File: config.mk
export PLATFORM = sky130hd
export DESIGN_NAME = sar_seq_ctrl
export DESIGN_NICKNAME = d
export VERILOG_FILES = /design/src/rtl/sar_seq_ctrl.sv
export SDC_FILE = /design/constraint.sdc
export NUM_CORES = 1
export LEC_CHECK = 0
export BUFFER_PORTS_ARGS = -buffer_cell sky130_fd_sc_hd__buf_2
export CORE_AREA = 10 10 65 67
export DETAILED_ROUTE_END_ITERATION = 6
export DIE_AREA = 0 0 75 77
export SLEW_MARGIN = 10
export SYNTH_ARGS = -nofsm -noshare
export SYNTH_HDL_FRONTEND = slang
export SYNTH_SLANG_ARGS = --single-unit
File: constraint.sdc
create_clock -name CLK -period 2.6 [get_ports CLK]
set_input_delay 0.26 -clock CLK [delete_from_list [all_inputs] [get_ports CLK]]
set_output_delay 0.26 -clock CLK [all_outputs]
set_load 0.01 [all_outputs]
File: src/rtl/sar_seq_ctrl.sv
// sar_seq_ctrl -- parametrised successive-approximation sequencer.
//
// Walks a SAR conversion: a sample window (SAR_RESET high), then one trial
// per bit from MSB to LSB (one-hot OUTEN), then a one-cycle FINISH where the
// full result, LSB included, appears on DOUT together with a DONE pulse.
//
// Parameters:
//   N_BITS        conversion resolution (2..12)
//   SAMPLE_CYCLES cycles SAR_RESET is held per conversion (1..15)
//   CONTINUOUS    1 = restart after FINISH without waiting for START
//
// Ports:
//   CLK        clock, rising edge
//   RESET      asynchronous active-high reset
//   START      conversion request, looked at in IDLE and FINISH only
//   ABORT      (SAR_SEQ_ABORT_EN only) drop the conversion in SAMPLE/CONVERT
//   VCOMP      comparator decision for the bit currently enabled
//   OUTEN      one-hot trial enable, bit N_BITS-1 = MSB
//   SAR_RESET  high during the sample window
//   BUSY       high in SAMPLE and CONVERT
//   DONE       one-cycle pulse when DOUT is updated
//   DOUT       last completed result, held until the next DONE
//
// Optional feature: define SAR_SEQ_ABORT_EN to add the ABORT input.
//
// All outputs are registered from the next-state value, so nothing on the
// output side depends combinationally on VCOMP or START.

module sar_seq_ctrl #(
    parameter int N_BITS        = 4,
    parameter int SAMPLE_CYCLES = 1,
    parameter int CONTINUOUS    = 0
) (
    input  logic              CLK,
    input  logic              RESET,
    input  logic              START,
`ifdef SAR_SEQ_ABORT_EN
    input  logic              ABORT,
`endif
    input  logic              VCOMP,
    output logic [N_BITS-1:0] OUTEN,
    output logic              SAR_RESET,
    output logic              BUSY,
    output logic              DONE,
    output logic [N_BITS-1:0] DOUT
);

    localparam int KW = $clog2(N_BITS);

    typedef enum logic [1:0] {
        S_IDLE    = 2'd0,
        S_SAMPLE  = 2'd1,
        S_CONVERT = 2'd2,
        S_FINISH  = 2'd3
    } state_t;

    state_t            state_q, state_d;
    logic [KW-1:0]     k_q, k_d;
    logic [3:0]        scnt_q, scnt_d;
    logic [N_BITS-1:0] result_q, result_d;

    logic [N_BITS-1:0] outen_q;
    logic              sar_reset_q;
    logic              busy_q;
    logic              done_q;
    logic [N_BITS-1:0] dout_q;

    logic abort_w;
    logic restart_w;

`ifdef SAR_SEQ_ABORT_EN
    assign abort_w = ABORT;
`else
    assign abort_w = 1'b0;
`endif

    assign restart_w = START || (CONTINUOUS != 0);

    // Next-state, bit index, sample counter and result register.
    always_comb begin
        state_d  = state_q;
        k_d      = k_q;
        scnt_d   = scnt_q;
        result_d = result_q;
        case (state_q)
            S_IDLE: begin
                if (restart_w) begin
                    state_d  = S_SAMPLE;
                    scnt_d   = '0;
                    result_d = '0;
                end
            end
            S_SAMPLE: begin
                if (abort_w) begin
                    state_d = S_IDLE;
                end else if (scnt_q == 4'(SAMPLE_CYCLES - 1)) begin
                    state_d = S_CONVERT;
                    k_d     = KW'(N_BITS - 1);
                end else begin
                    scnt_d = scnt_q + 4'd1;
                end
            end
            S_CONVERT: begin
                if (abort_w) begin
                    state_d = S_IDLE;
                end else begin
                    result_d[k_q] = VCOMP;
                    // k stops at 0 instead of wrapping; FINISH takes over.
                    if (k_q == '0) state_d = S_FINISH;
                    else           k_d     = k_q - KW'(1);
                end
            end
            S_FINISH: begin
                if (restart_w) begin
                    state_d  = S_SAMPLE;
                    scnt_d   = '0;
                    result_d = '0;
                end else begin
                    state_d = S_IDLE;
                end
            end
            default: state_d = S_IDLE;
        endcase
    end

    always_ff @(posedge CLK or posedge RESET) begin
        if (RESET) begin
            state_q     <= S_IDLE;
            k_q         <= '0;
            scnt_q      <= '0;
            result_q    <= '0;
            outen_q     <= '0;
            sar_reset_q <= 1'b0;
            busy_q      <= 1'b0;
            done_q      <= 1'b0;
            dout_q      <= '0;
        end else begin
            state_q     <= state_d;
            k_q         <= k_d;
            scnt_q      <= scnt_d;
            result_q    <= result_d;
            outen_q     <= (state_d == S_CONVERT) ? (N_BITS'(1) << k_d) : '0;
            sar_reset_q <= (state_d == S_SAMPLE);
            busy_q      <= (state_d == S_SAMPLE) || (state_d == S_CONVERT);
            done_q      <= (state_d == S_FINISH);
            // FINISH is only entered from the LSB trial, so result_d already
            // holds the LSB decision and DOUT is valid alongside DONE.
            if (state_d == S_FINISH) dout_q <= result_d;
        end
    end

    assign OUTEN     = outen_q;
    assign SAR_RESET = sar_reset_q;
    assign BUSY      = busy_q;
    assign DONE      = done_q;
    assign DOUT      = dout_q;

endmodule

Word level (Yosys, flattened, before mapping)
Index checks and enable logic that the tools add are counted.
{"block": "word_totals", "regBits": 23, "in_bits": 4}
{"block": "op_classes", "n_addsub": 2, "n_lt_le_gt_ge": 2, "eq_ne": 8, "n_shift": 1, "muxes": 17, "n_reduce_logical": 8}
{"cell": "2-to-1 mux 4 bit", "n": 4}
{"cell": "case mux 4 bit (2 select lines)", "n": 2}
{"cell": "2-to-1 mux 2 bit", "n": 5}
{"cell": "equality test 2 bit (second input constant)", "n": 4}
{"cell": "case mux 2 bit (4 select lines)", "n": 1}
{"cell": "adder 4 x 1 -> 4 bit (second input constant)", "n": 1}
{"cell": "bitwise mux 4 bit", "n": 1}
{"cell": "equality test 2 x 1 -> 1 bit (second input constant)", "n": 2}
{"cell": "logical NOT 2 bit", "n": 2}
{"cell": "logical NOT 4 bit", "n": 1}
{"cell": "case mux 2 bit (2 select lines)", "n": 1}
{"cell": "left shift 1 x 2 -> 4 bit (first input constant)", "n": 1}
{"cell": "< comparator 2 x 3 -> 1 bit (second input constant)", "n": 1}
{"cell": "AND reduction 3 bit", "n": 1}
{"cell": "demux 1 bit (select 2 bit)", "n": 1}
{"cell": ">= comparator 2 x 1 -> 1 bit (second input constant)", "n": 1}
{"cell": "2-to-1 mux 1 bit", "n": 2}
{"cell": "!= test 2 x 1 -> 1 bit (second input constant)", "n": 1}
{"cell": "!= test 2 bit (second input constant)", "n": 1}
{"cell": "nonzero test 2 bit", "n": 1}
{"cell": "OR reduction 2 bit", "n": 1}
{"cell": "subtractor 2 x 1 -> 2 bit (second input constant)", "n": 1}
{"cell": "logical AND 1 bit", "n": 1}
{"cell": "logical OR 1 bit", "n": 1}

Depth between registers and ports, before layout
{"block": "depth", "ltp_word": 6, "mapped_depth": 9, "depth_no_buf": 9}

Worst setup path before layout
No wires, ideal clock.
{"block": "synth_timing", "path_type": "register to register", "start": "register state_q[1]", "end": "register dout_q[0], in the netlist DOUT[0]", "arrival_time_ns": 2.053, "path_slack_ns": 0.423, "path_stages_with_launch": 8, "cell_sequence": "dfrtp_1 -> inv_1 -> ha_1 -> and4bb_4 -> nor2_1 -> o21ai_0 -> ha_1 -> mux2_2"}
{"block": "synth_between", "elab_chain_cells": 3, "word_cells_on_any_way": 11}
{"item": "start: declaration", "line": "57", "source": "state_t state_q, state_d;"}
{"item": "start signal: assignment", "line": "138", "source": "state_q <= state_d;"}
{"item": "equality test 2 bit (tied with other cells)", "line": "85", "source": "case (state_q)"}
{"item": "case mux 2 bit (4 select lines) *", "line": "85"}
{"item": "via state_d[1]", "line": "57"}
{"item": "equality test 2 bit *", "line": "148", "source": "if (state_d == S_FINISH) dout_q <= result_d;"}
{"item": "end signal: assignment", "line": "148"}
{"item": "end: declaration", "line": "66", "source": "logic [N_BITS-1:0] dout_q;"}
The timed path passes the listed nets; every way through them passes the cells marked *.
A chain may end at the register's enable or synchronous reset.

Worst setup path after layout
{"block": "layout_timing", "start": "register state_q[1]", "end": "register dout_q[1], in the netlist DOUT[1]"}
Same word-level chain as after synthesis.

==> results.json <==
{
  "synth_warnings": 0,
  "placed_area_um2": 1320,
  "hold_viol_final": 0,
  "pre_cts_ws_ps": 379,
  "die_w_um": 75,
  "grt.total_usage_pct": 8.62,
  "postCtsSetupBuffers": 0,
  "relSlewSlack_pct": 43.6,
  "syn_area_um2": 1220,
  "utilization_pct": 45.3,
  "ir_drop_mv": 0.760,
  "tightestPinTransition_ps": 845,
  "clockRootBuffer": "clkbuf_4",
  "fmax_mhz": 444,
  "drc_errors": 0,
  "ys_types": 31,
  "cp_data_arrival_time_ps": 2460,
  "numCtsBuffers": 3,
  "antennaDiodeCount": 0,
  "drtIter0Drc": 36,
  "htreeDepth": 1,
  "portBuffers": 14,
  "critPathKind": "flop to flop",
  "status": "finished, final reports clean",
  "final_cell_mix": "dfrtp_1, buf_2, o21ai_0, ha_1",
  "drive_gt1_share_pct": 22.1,
  "num_rows": 20,
  "initial_core_util_pct": 40.9,
  "crit_path_max_fanout": 8,
  "routed_wirelength_um": 2340,
  "syn_inst": 115,
  "clk_pin_slew_ps": 120,
  "p_leak_uw": 0.000671,
  "cts_resized": 0,
  "wl_per_cell_um": 14.3,
  "finClkSkew_ps": 5.78,
  "cap_violations": 0,
  "endpoint_kind": "flop",
  "antenna_found_initial": 0,
  "clock_sinks": 23,
  "viasPerCell": 5.14,
  "crit_start": "state_q[1]",
  "drtAntennaViolNets": 0,
  "min_path_type": "input pin to async pin",
  "clk_latency_ps": 300,
  "finalWorstSetupSlack_ps": 347,
  "yosysSeqAreaShare_pct": 47.2,
  "grt_pass1_wl_um": 3950,
  "dr_total_vias": 843,
  "die-area_um2": 5780,
  "globalplace.congestion": 0.794,
  "overflow": 0,
  "grt_max_degree": 24,
  "layout_min_cycle_time_ps": 2250,
  "detail_route.first_pass.iterations": 4,
  "core_area_um2": 2980,
  "postCtsHoldBufs": 0,
  "postLayoutCellArea_um2": 1350,
  "rsz0062_at_grt": "false",
  "synthToLayoutAreaGrowth_pct": 10.7,
  "synth.avg_cell_area_um2": 10.6,
  "fin_setup_tns_ps": 0,
  "slew_violations": 0,
  "worst_ep_required_time_ps": 2800,
  "ios": 15,
  "fin_crit_sh_pct": 86.7,
  "layout_commonest_cell": "dfrtp_1",
  "dp_hpwl_um": 1790,
  "clock_path_buffers": 2,
  "crit-reg2reg-launch": "state_q[1]",
  "cts_tree": "done",
  "setup_viol_count_final": 0,
  "grt_pass1_vias": 862,
  "nNetsFinal": 147,
  "die_h_um": 77,
  "synth_nets": 130,
  "ys_ff_latch": 23,
  "power_density_nw_per_um2": 1160,
  "cp-start-kind": "flop"
}
==> sequential cells by signal (all words and copies together) (netlist names) <==
signal	flops
state_q	2
k_q	2
OUTEN	4
DONE	1
result_q	4
DOUT	4
BUSY	1
scnt_q	4
SAR_RESET	1
==> path summary, 6_finish.rpt <==
check	end	slack, ps	depth (start not counted)
max reg2reg	DOUT[1]	350	7
max	DOUT[1]	350	7
min	DOUT[0]	110	2
min in group CLK	result_q[0]	240	3
min reg2reg	result_q[0]	500	2
max in group asynchronous	k_q[0]	1980	2
==> power breakdown <==
group / switching, uW / leakage (uW) / internal (uW)
sequential: 91.5 / 0.000305 / 472
combinational: 491 / 0.000352 / 356
clock: 99.2 / 0.0000150 / 59.8
total: 681 / 0.000671 / 887
==> per-layer routing <==
layer | track usage [%] | wire [um] | vias to the layer above | part of all wire [%]
li1 | - | - | 431 | -
met5 | 0 | 0 | - | 0
met4 | 4.73 | 14 | 0 | 0.60
met1 | 11.2 | 1110 | 406 | 47
met2 | 12.8 | 1170 | 4 | 50
met3 | 1.80 | 46 | 2 | 2.0
==> Yosys cell counts <==
cell / instances / area (um^2)
buf_2: 3 / 15.0
o21ai_0: 11 / 55.1
and3_1: 1 / 6.26
ha_1: 11 / 138
nor2_1: 8 / 30.0
nand3_1: 3 / 15.0
o21bai_1: 1 / 7.51
nand2_1: 9 / 33.8
o211ai_1: 3 / 22.5
nand2b_4: 1 / 13.8
nand2b_1: 2 / 12.5
nand4b_1: 3 / 26.3
o21ai_1: 1 / 5.00
a21oi_2: 1 / 8.76
nor3b_1: 3 / 22.5
a21oi_1: 3 / 15.0
o21a_1: 3 / 22.5
a21boi_0: 2 / 15.0
o41ai_2: 1 / 16.3
o221a_2: 1 / 11.3
inv_1: 9 / 33.8
mux2_2: 3 / 33.8
o21ai_2: 1 / 8.76
and4bb_4: 1 / 16.3
buf_4: 1 / 7.51
and3b_1: 1 / 8.76
and2_1: 1 / 6.26
mux2i_1: 1 / 10.0
a21oi_4: 1 / 16.3
nor3_1: 2 / 10.0
dfrtp_1: 23 / 576
==> logic make-up (layout without fill, tap and decap cells) <==
logic type	count (synthesis)	in the layout	synth area share, %
fa+ha+maj	11	11	11.3
compound gates	29	29	16.7
flops	23	23	47.2
buf+inv	13	29	4.62
simple gates	35	35	16.5
mux	4	4	3.59
==> worst max-delay path, stage by stage, from the launching register on <==
cell and delay [ps]:
dfrtp_1 440, inv_1 110, ha_1 320, and4bb_4 330, nor2_1 50, o21ai_0 220
ha_1 320, mux2_2 360
==> metrics by stage <==
stage | hold WS (ps) | std cells | total power (uW)
finish | 107 | 164 | 1570
floorplan | 262 | 115 | 1210
global route | 159 | 164 | 1730
detailed placement | 464 | 160 | 1430
global placement | 462 | 160 | 1400
CTS | 137 | 164 | 1590
==> layout make-up <==
type | instances | area (um^2)
Sequential cell | 23 | 576
Clock buffer | 4 | 26.3
Multi-Input combinational cell | 79 | 587
Fill cell | 291 | 1630
Timing Repair Buffer | 16 | 85.1
Tap cell | 33 | 41.3
Inverter | 9 | 33.8
Power figures use the tool's default switching activity.
